### config.mk
export PLATFORM = sky130hd
export DESIGN_NAME = sd_spi_arbiter
export DESIGN_NICKNAME = d
export VERILOG_FILES = /design/src/rtl/sd_spi_arbiter.sv
export SDC_FILE = /design/constraint.sdc
export NUM_CORES = 1
export LEC_CHECK = 0
export BUFFER_PORTS_ARGS = -buffer_cell sky130_fd_sc_hd__buf_2
export CORE_ASPECT_RATIO = 2
export CORE_UTILIZATION = 48
export CTS_CLUSTER_SIZE = 28
export DETAILED_ROUTE_END_ITERATION = 10
export PLACE_DENSITY = 0.71
export SYNTH_ARGS = -nofsm -noshare
export SYNTH_HDL_FRONTEND = slang
export SYNTH_SLANG_ARGS = --single-unit
### constraint.sdc
create_clock -name clk_sd -period 2.15 [get_ports clk_sd]
set_clock_uncertainty 0.15 [all_clocks]
set_input_delay 0.215 -clock clk_sd [delete_from_list [all_inputs] [get_ports clk_sd]]
set_output_delay 0.215 -clock clk_sd [all_outputs]
set_load 0.01 [all_outputs]
### src/rtl/sd_spi_arbiter.sv
// SD-card SPI bus arbiter: init engine owns the bus until sd_init_done, then
// read/write engines share it round-robin with a cs-high gap after each release.
// Optional watchdog per grant is enabled by defining SD_ARB_WATCHDOG_EN.
module sd_spi_arbiter #(
  parameter int GAP_CYCLES  = 16,
  parameter int TIMEOUT_CYC = 5000000
) (
  input  logic       clk_sd,
  input  logic       reset,
  input  logic       sd_spi_miso,
  output logic       sd_spi_clk,
  output logic       sd_spi_cs,
  output logic       sd_spi_mosi,
  input  logic       init_spi_clk,
  input  logic       init_spi_cs,
  input  logic       init_spi_mosi,
  input  logic       sd_init_done,
  input  logic       rd_req,
  output logic       rd_gnt,
  input  logic       rd_done,
  input  logic       rd_spi_clk,
  input  logic       rd_spi_cs,
  input  logic       rd_spi_mosi,
  input  logic       wr_req,
  output logic       wr_gnt,
  input  logic       wr_done,
  input  logic       wr_spi_clk,
  input  logic       wr_spi_cs,
  input  logic       wr_spi_mosi,
  output logic       bus_ready,
  output logic       arb_err,
  output logic [2:0] arb_state
);

  // Handshake: req is a level held until (or dropped with) done; gnt is a
  // registered level that rises one cycle after req is seen in IDLE; done is a
  // one-cycle pulse from the current owner only, and gnt falls on the next edge.
  typedef enum logic [2:0] {
    ST_INIT     = 3'd0,
    ST_GAP      = 3'd1,
    ST_IDLE     = 3'd2,
    ST_GRANT_RD = 3'd3,
    ST_GRANT_WR = 3'd4
  } state_t;

  typedef enum logic [1:0] {
    OWN_INIT = 2'd0,
    OWN_NONE = 2'd1,
    OWN_RD   = 2'd2,
    OWN_WR   = 2'd3
  } owner_t;

  localparam logic LS_RD = 1'b0;
  localparam logic LS_WR = 1'b1;

  state_t      state, state_nxt;
  owner_t      owner, owner_nxt;
  logic [15:0] gap_cnt;
  logic        last_served;
  logic        gap_last;
  logic        wd_expire;
  logic        err_nxt;
  logic        unused_miso;

  // The card's MISO goes straight to the engines outside this block.
  assign unused_miso = sd_spi_miso;

  // GAP_CYCLES=0 still yields one GAP cycle because the check is made in GAP.
  assign gap_last = (({1'b0, gap_cnt} + 17'd1) >= 17'(GAP_CYCLES));

`ifdef SD_ARB_WATCHDOG_EN
  localparam logic [23:0] WD_LIMIT = 24'(TIMEOUT_CYC - 1);
  logic [23:0] wd_cnt;

  always_ff @(posedge clk_sd) begin
    if (reset) begin
      wd_cnt <= '0;
    end else if ((state == ST_GRANT_RD && state_nxt == ST_GRANT_RD) ||
                 (state == ST_GRANT_WR && state_nxt == ST_GRANT_WR)) begin
      wd_cnt <= wd_cnt + 24'd1;
    end else begin
      wd_cnt <= '0;
    end
  end

  assign wd_expire = (wd_cnt == WD_LIMIT);
`else
  logic unused_wd;
  assign unused_wd = (TIMEOUT_CYC != 0);
  assign wd_expire = 1'b0;
`endif

  always_comb begin
    state_nxt = state;
    err_nxt   = 1'b0;
    case (state)
      ST_INIT: if (sd_init_done) state_nxt = ST_GAP;
      ST_GAP:  if (gap_last) state_nxt = ST_IDLE;
      ST_IDLE: begin
        if (rd_req && (!wr_req || last_served == LS_WR)) state_nxt = ST_GRANT_RD;
        else if (wr_req)                                 state_nxt = ST_GRANT_WR;
      end
      ST_GRANT_RD: begin
        if (rd_done) begin
          state_nxt = ST_GAP;
        end else if (wd_expire) begin
          state_nxt = ST_GAP;
          err_nxt   = 1'b1;
        end
      end
      ST_GRANT_WR: begin
        if (wr_done) begin
          state_nxt = ST_GAP;
        end else if (wd_expire) begin
          state_nxt = ST_GAP;
          err_nxt   = 1'b1;
        end
      end
      default: state_nxt = ST_INIT;
    endcase
  end

  always_comb begin
    owner_nxt = OWN_NONE;
    case (state_nxt)
      ST_INIT:     owner_nxt = OWN_INIT;
      ST_GRANT_RD: owner_nxt = OWN_RD;
      ST_GRANT_WR: owner_nxt = OWN_WR;
      default:     owner_nxt = OWN_NONE;
    endcase
  end

  always_ff @(posedge clk_sd) begin
    if (reset) begin
      state       <= ST_INIT;
      owner       <= OWN_INIT;
      rd_gnt      <= 1'b0;
      wr_gnt      <= 1'b0;
      arb_err     <= 1'b0;
      last_served <= LS_WR;
      gap_cnt     <= '0;
    end else begin
      state   <= state_nxt;
      owner   <= owner_nxt;
      rd_gnt  <= (state_nxt == ST_GRANT_RD);
      wr_gnt  <= (state_nxt == ST_GRANT_WR);
      arb_err <= err_nxt;
      gap_cnt <= (state == ST_GAP) ? gap_cnt + 16'd1 : 16'd0;
      if (state_nxt == ST_GRANT_RD && state != ST_GRANT_RD) last_served <= LS_RD;
      if (state_nxt == ST_GRANT_WR && state != ST_GRANT_WR) last_served <= LS_WR;
    end
  end

  // reset overrides the owner register so the init engine drives the pins
  // even before the first clock edge of reset.
  always_comb begin
    sd_spi_clk  = 1'b1;
    sd_spi_cs   = 1'b1;
    sd_spi_mosi = 1'b1;
    if (reset || owner == OWN_INIT) begin
      sd_spi_clk  = init_spi_clk;
      sd_spi_cs   = init_spi_cs;
      sd_spi_mosi = init_spi_mosi;
    end else if (owner == OWN_RD) begin
      sd_spi_clk  = rd_spi_clk;
      sd_spi_cs   = rd_spi_cs;
      sd_spi_mosi = rd_spi_mosi;
    end else if (owner == OWN_WR) begin
      sd_spi_clk  = wr_spi_clk;
      sd_spi_cs   = wr_spi_cs;
      sd_spi_mosi = wr_spi_mosi;
    end
  end

  assign bus_ready = (state == ST_IDLE);
  assign arb_state = state;

endmodule

==> impl_metrics.yaml, run 1 <==
worst_setup_path:
  cp_cell_sequence: "nand4_4, nor4_4, mux2i_2, nor3_2, a32o_1"
  crit_fanout: 7
  crit_required_ps: 2170
  path_class: "flip-flop to flip-flop"
  path_buf_inv: 0
  slowest_delay_ps: 500
  crit_family: "simple AND/OR/NAND/NOR gates"
  end_kind: "flip-flop"
  arrival_ps: 1960
  r2r_slack_ps: 210
  critPathSlowestCell: "dfxtp_1"
  startpoint_type: "flip-flop"
clock_network:
  cts_resized: 0
  post_cts_buffers: 0
  numCtsBuffers: 3
  cts_root_buf: "clkbuf_8"
  cts_tree: "built"
  clockBufferDepth: 2
  holdBufCountCts: 0
  cts_sinks: 24
  path_clk_slew_ps: 80
  htreeDepth: 1
  clk_latency_ps: 270
final_layout:
  fin_nets: 203
  drive_gt1_frac: 0.234
  area_growth_pct: 16.5
  n_fill_cell: 248
  post-route-util: 0.598
  diodes: 0
yosys:
  syn_inst: 160
  synth-async-reset-ratio: 0
  ys_seq_elements: 24
  yosysUniqueCellTypes: 40
  synth_seq_area_share: 0.364
  synth-edff-count: 0
  yosys_warnings: 0
  synth_area_mm2: 0.00132
  yosys_most_used_dff: "dfxtp_1"
  avgSynthCellArea_um2: 8.25
  syn-num-nets: 178
place:
  dp.final_hpwl_um: 2250
  dpl_worst_slack_ps: 122
  numPortBuffers: 24
  place.gp.congestion: 0.797
sta:
  rsz0062_at_grt: "no"
  setup_viol: 0
  relSlewSlack: 0.593
  setup_ws_ps: 206
  finalHoldViolCount: 0
  finalSetupTns_ps: 0
  tightest_slew_ps: 596
  slew_violations: 0
  fin_crit_ps: 1940
  clock.fmax_ghz: 0.514
  period_share: 0.904
global_routing:
  grt_pass1_vias: 1139
  grt_max_degree: 16
  grt_pass1_wl_um: 4920
  antenna_found_initial: 0
  grt_overflow: 0
  grt.total_usage: 0.230
floorplanning:
  die_width_um: 39.1
  io_pins: 27
  rows: 26
  initial_utilization: 0.514
  fp.dieArea_mm2: 0.00298
  die_h_um: 76.2
  core_mm2: 0.00257
worst_hold_path:
  hold_class: "primary input to flip-flop"
job:
  drv_cap: 0
power:
  leakage_nw: 0.667
  p_per_area_mw_per_mm2: 605
  ir_drop_mv: 0.594
drt:
  wl_um: 2870
  drc_errors: 0
  drt_iter0_drc: 11
  drt-pass1-iter-count: 3
  wire_per_inst_um: 13.6
  via_per_inst: 5.60
  final_antenna_net_count: 0
  route.vias.total: 1188
outcome:
  status: "completed"
path summary, 6_finish.rpt:
check,start,to,depth (start not counted)
setup / recovery,gap_cnt[6],arb_state[0],5
hold / removal,reset,arb_state[2],2
setup reg to reg,gap_cnt[6],arb_state[0],5
hold reg to reg,gap_cnt[0],gap_cnt[0],1
sequential cells by signal, summed over array words and instances (netlist names):
| name | cells |
|---|---|
| gap_cnt | 16 |
| arb_state | 3 |
| owner | 2 |
| last_served | 1 |
| rd_gnt | 1 |
| wr_gnt | 1 |
kinds of logic (layout without fill, tap and decap cells):
kind of cell | Yosys count | count (layout) | synth area share
mux | 6 | 6 | 0.0455
buf+inv | 13 | 37 | 0.0512
xor+xnor | 15 | 15 | 0.0995
other cells | 1 | 1 | 0.00284
fa+ha+maj | 1 | 1 | 0.00948
simple gates | 80 | 80 | 0.320
flops | 24 | 24 | 0.364
compound gates | 20 | 20 | 0.107
synth_stat cells (all sizes together) (2+ instances only):
cell	instances	area [um2]
a21oi	8	43.8
a31oi	2	12.5
a32o	2	20.0
and3	5	31.3
buf	7	45.0
clkbuf	2	7.51
dfxtp	24	480
inv	4	15.0
mux2i	6	60.1
nand2	12	45.0
nand2b	2	12.5
nand3	6	30.0
nand4	5	46.3
nor2	33	124
nor2b	2	12.5
nor3	5	35.0
nor4	3	33.8
or3	2	12.5
xnor2	6	52.6
xor2	9	78.8
through the flow:
step	hold WS [ps]	instance area, um2	cells	total power, W
2_1_floorplan	234	1320	160	0.000517
3_3_place_gp	329	1460	208	0.000544
3_5_place_dp	345	1460	208	0.000549
4_1_cts	101	1530	212	0.000940
5_1_grt	119	1540	212	0.000967
6_report	107	1540	212	0.000930
placed cells by master (no fill, tap or decap), types with 4 or more instances in the layout:
cell | netlist | routed
a21oi_1 | 7 | 7
and3_1 | 5 | 5
buf_2 | 3 | 24
buf_4 | 4 | 5
dfxtp_1 | 24 | 22
inv_1 | 4 | 4
mux2i_1 | 6 | 5
nand2_1 | 12 | 12
nand3_1 | 6 | 6
nand4_1 | 4 | 4
nor2_1 | 33 | 33
xnor2_1 | 6 | 6
xor2_1 | 9 | 9
layout make-up:
type	count	area, um2	share of cell area
clock buffer	3	41.3	0.0269
clock inverter	1	30.0	0.0195
inverter	4	15.0	0.00976
multi-input combinational	123	776	0.504
sequential	24	483	0.314
tap	28	35.0	0.0228
timing repair buffer	29	158	0.103
per-layer routing:
layer  global-route usage  vias up  part of all wire
met4                0.114        0             0.019
met2                0.413       14              0.60
met1                0.231      570              0.36
met5                    0        -                 0
li1                     -      599                 -
met3               0.0379        5             0.019
power breakdown:
group	internal [W]	total, W	switching, W
clock	0.000249	0.000392	0.000143
combinational	0.0000363	0.0000788	0.0000425
sequential	0.000450	0.000459	0.00000877
total	0.000736	0.000930	0.000194
No activity file was read; power rests on OpenSTA's default activity.
==> run 2, diff against run 1 <==
CAP_MARGIN = 20   (was default)
CORE_UTILIZATION = 47   (was 48)
PLACE_DENSITY = 0.7   (was 0.71)
==> impl_metrics.yaml, run 2 (same netlist as run 1, synthesis figures left out) <==
place:
  numPortBuffers: 24
  placed_cells: 209
  dpl_worst_slack_ps: 103
  dp.final_hpwl_um: 2120
  place.gp.congestion: 0.819
final_layout:
  largest_register_ff_count: 16
  drive_gt1_frac: 0.227
  multi_input_area_um2: 776
  diodes: 0
  layout_commonest_cell: "nor2_1"
  seq_area_um2: 480
  layout_common_cells: "33 x nor2_1, 24 x dfxtp_1, 24 x buf_2, 12 x nand2_1, 9 x xor2_1"
  area_growth_pct: 16.9
  fin_nets: 204
  n_fill_cell: 251
  top_register: "gap_cnt"
  post-route-util: 0.593
  finalNonFillerCells: 213
worst_hold_path:
  hold_class: "primary input to flip-flop"
global_routing:
  antenna_found_initial: 0
  grt_pass1_vias: 1133
  grt_pass1_wl_um: 4310
  grt.total_usage: 0.197
  grt_max_degree: 16
  grt_overflow: 0
worst_setup_path:
  crit_fanout: 7
  critPathSlowestCell: "dfxtp_1"
  path_buf_inv: 0
  path_class: "flip-flop to flip-flop"
  cp_cell_sequence: "ha_1, nand3_1, nor4_4, mux2i_2, nor3_2, a32o_1"
  end_kind: "flip-flop"
  slowest_delay_ps: 430
  arrival_ps: 2030
  crit_family: "simple AND/OR/NAND/NOR gates"
  startpoint_type: "flip-flop"
  crit_required_ps: 2170
clock_network:
  path_clk_slew_ps: 80
  clockBufferDepth: 2
  cts_root_buf: "clkbuf_8"
  cts_sinks: 24
  clk_latency_ps: 270
  numCtsBuffers: 3
  holdBufCountCts: 0
  htreeDepth: 1
  cts_tree: "built"
  post_cts_buffers: 0
  cts_resized: 0
drt:
  drt_iter0_drc: 15
  final_antenna_net_count: 0
  route.vias.total: 1176
  drc_errors: 0
  wire_per_inst_um: 12.8
  drt-pass1-iter-count: 4
  wl_um: 2720
  via_per_inst: 5.52
floorplanning:
  rows: 26
  die_width_um: 39.5
  initial_utilization: 0.507
  fp.dieArea_mm2: 0.00304
  io_pins: 27
  core_mm2: 0.00260
  die_h_um: 76.9
sta:
  slew_violations: 0
  finalHoldViolCount: 0
  clock.fmax_ghz: 0.497
  rsz0062_at_grt: "no"
  finalSetupTns_ps: 0
  relSlewSlack: 0.564
  tightest_slew_ps: 637
  fin_crit_ps: 2010
  setup_viol: 0
  period_share: 0.937
  setup_ws_ps: 136
power:
  ir_drop_mv: 0.398
  leakage_nw: 0.672
  p_per_area_mw_per_mm2: 602
job:
  drv_cap: 0
outcome:
  status: "completed"
[run 2: per-layer routing]
layer | vias up | global-route usage | wire length (um)
li1 | 598 | - | -
met4 | 0 | 0.110 | 78
met3 | 7 | 0.0173 | 94
met5 | - | 0 | 0
met1 | 542 | 0.183 | 998
met2 | 29 | 0.366 | 1550
[run 2: worst reg2reg max path: stages (launching register included)]
cell	delay [ps]
dfxtp_1	430
ha_1	240
nand3_1	190
nor4_4	300
mux2i_2	300
nor3_2	60
a32o_1	250
[run 2: worst paths after layout]
check,start,slack [ps],endpoint,cells after the start
worst max-delay path,gap_cnt[0],140,arb_state[0],6
worst min-delay path,reset,100,arb_state[2],2
worst max register to register,gap_cnt[0],140,arb_state[0],6
worst min register to register,gap_cnt[0],360,gap_cnt[0],1
[run 2: final cells by class]
type,count,share of cell area
inverters,4,0.00973
well taps,28,0.0227
repair buffers,30,0.107
clock inverters,1,0.0195
multi-input cells,123,0.503
flip-flops and latches,24,0.311
clock buffers,3,0.0268
[run 2: power breakdown]
group          internal, W  switching (W)  total [W]
clock             0.000249       0.000142   0.000391
combinational    0.0000365      0.0000414  0.0000779
sequential        0.000450     0.00000905   0.000459
[run 2: per-stage QoR]
step                instance area, um2  total power, W  hold WS (ps)
floorplan                         1320        0.000517           234
global placement                  1470        0.000544           326
detailed placement                1470        0.000548           338
CTS                               1540        0.000936           104
global route                      1540        0.000961           109
finish                            1540        0.000928           102
==> run 3, diff against run 2 <==
ABC_AREA = 1   (was default)
==> impl_metrics.yaml, run 3 <==
sta:
  period_share: 0.934
  setup_ws_ps: 142
  finalSetupTns_ps: 0
  clock.fmax_ghz: 0.498
  setup_viol: 0
  finalHoldViolCount: 0
  fin_crit_ps: 2010
  slew_violations: 0
  rsz0062_at_grt: "no"
floorplanning:
  initial_utilization: 0.496
  die_width_um: 40
  fp.dieArea_mm2: 0.00312
  core_mm2: 0.00274
  die_h_um: 78.0
  rows: 27
  io_pins: 27
clock_network:
  cts_sinks: 24
  path_clk_slew_ps: 80
  clockBufferDepth: 2
  numCtsBuffers: 3
  cts_resized: 0
  htreeDepth: 1
  cts_root_buf: "clkbuf_8"
  holdBufCountCts: 0
  clk_latency_ps: 270
  post_cts_buffers: 0
  cts_tree: "built"
yosys:
  yosys_most_used_dff: "dfxtp_1"
  synth_top_area_cell: "dfxtp_1"
  syn_inst: 208
  ys_seq_elements: 24
  synthTopCellsByCount: "49 x nand2_1, 35 x nor2_1, 28 x inv_1"
  synth_seq_area_share: 0.354
  syn-num-nets: 226
  synth_area_mm2: 0.00136
  yosysUniqueCellTypes: 29
  synth.most_common_cell: "nand2_1"
  synth-async-reset-ratio: 0
  avgSynthCellArea_um2: 6.53
  yosys_warnings: 0
  synth_top_area_share: 0.354
  synth-edff-count: 0
  yosys-top-cells-area: "dfxtp_1 35%, nand2_1 14%, nor2_1 9.7%"
final_layout:
  layout_common_cells: "48 x nand2_1, 32 x nor2_1, 28 x inv_1, 24 x buf_2, 21 x dfxtp_1"
  top_register: "gap_cnt"
  n_fill_cell: 275
  diodes: 0
  fin_nets: 254
  layout_commonest_cell: "nand2_1"
  area_growth_pct: 18.2
  post-route-util: 0.586
  drive_gt1_frac: 0.256
  finalNonFillerCells: 263
  largest_register_ff_count: 16
power:
  leakage_nw: 0.673
  p_per_area_mw_per_mm2: 490
  ir_drop_mv: 0.457
  power.total_w: 0.000786
place:
  dp.final_hpwl_um: 2430
  placed_cells: 260
  dpl_worst_slack_ps: 84.3
  place.gp.congestion: 0.767
  numPortBuffers: 24
drt:
  wl_met2_um: 1830
  met3_length_um: 49
  route.vias.total: 1335
  drc_errors: 0
  topRoutingLayerUsed: "met4"
  drt_iter0_drc: 23
  m1WireLength_um: 1070
  via_per_inst: 5.08
  final_antenna_net_count: 0
  drt-pass1-iter-count: 4
  wl_um: 3000
  wire_per_inst_um: 11.4
worst_hold_path:
  min_path_cells: 2
  min_to: "owner[1]"
  hp-start: "reset"
  hold_class: "primary input to flip-flop"
worst_setup_path:
  crit_fanout: 6
  r2r_slack_ps: 140
  r2r_end: "owner[0]"
  crit_required_ps: 2160
  end_kind: "flip-flop"
  arrival_ps: 2020
  startpoint_type: "flip-flop"
  reg2reg_depth: 11
  r2r_start: "gap_cnt[3]"
  path_class: "flip-flop to flip-flop"
global_routing:
  grt_max_degree: 17
  grt_pass1_vias: 1225
  grt.total_usage: 0.213
  antenna_found_initial: 0
  grt_pass1_wl_um: 4680
  grt_overflow: 0
job:
  drv_cap: 0
outcome:
  status: "completed"
[run 3: cell count changes in the layout (fill, tap and decap cells not counted), sizes merged, moves of 3 or more]
| cell | previous run | this run |
|---|---|---|
| nand3 | 6 | 13 |
| o221ai | 0 | 3 |
| xnor2 | 6 | 1 |
| nand2 | 12 | 56 |
| xor2 | 9 | 0 |
| inv | 4 | 28 |
| and3 | 5 | 0 |
| nor2 | 33 | 42 |
| buf | 30 | 26 |
| o21ai | 1 | 11 |
| mux2i | 6 | 0 |
[run 3: layer usage]
metal	vias to the layer above	GRT usage
met5	-	0
met4	0	0.0828
met3	5	0.0171
met2	21	0.432
met1	600	0.176
li1	709	-
[run 3: worst max-delay path by stage]
stage | startpoint | end | slack, ps
detailed placement | gap_cnt[1] | owner[0] | 80
global placement | gap_cnt[1] | owner[0] | 70
global route | gap_cnt[1] | owner[0] | 2
CTS | gap_cnt[1] | owner[0] | 70
finish | gap_cnt[3] | owner[0] | 140
floorplan | gap_cnt[0] | owner[0] | 280
[run 3: metrics by stage]
stage	instance area, um2	hold WS, ps
after detailed placement	1510	335
after global placement	1510	337
after CTS	1560	67.9
after global routing	1600	88.9
after floorplan	1360	207
final	1600	72.6
[run 3: critical path, cell delays in order (launching register included)]
cell and delay (ps):
dfxtp_1 420, nand2_2 120, nor2_4 220, nand2_4 100
o21ai_2 170, nand3_2 80, nor2_2 140, nand3_2 140
a21oi_2 180, nand2_1 70, nor2_1 80, nor2_1 50
[run 3: cells by family after synthesis]
| family | count (synthesis) | synth area share |
|---|---|---|
| other | 1 | 0.00276 |
| buffers and inverters | 32 | 0.0912 |
| AO/OA/AOI/OAI | 25 | 0.112 |
| adder cells (fa/ha/maj) | 1 | 0.00922 |
| XOR/XNOR | 1 | 0.00645 |
| AND/OR/NAND/NOR | 124 | 0.425 |
| flip-flops | 24 | 0.354 |
[run 3: final cells by class]
class | count | area (um2) | share of cell area
multi-input combinational | 152 | 798 | 0.498
sequential | 24 | 484 | 0.302
timing repair buffer | 26 | 135 | 0.0842
inverter | 29 | 109 | 0.0679
clock buffer | 3 | 41.3 | 0.0257
tap | 29 | 36.3 | 0.0226
[run 3: report_power, final]
part           switching [W]  total (W)  internal, W
sequential        0.00000440   0.000453     0.000449
clock               0.000138   0.000264     0.000125
combinational      0.0000400  0.0000693    0.0000294
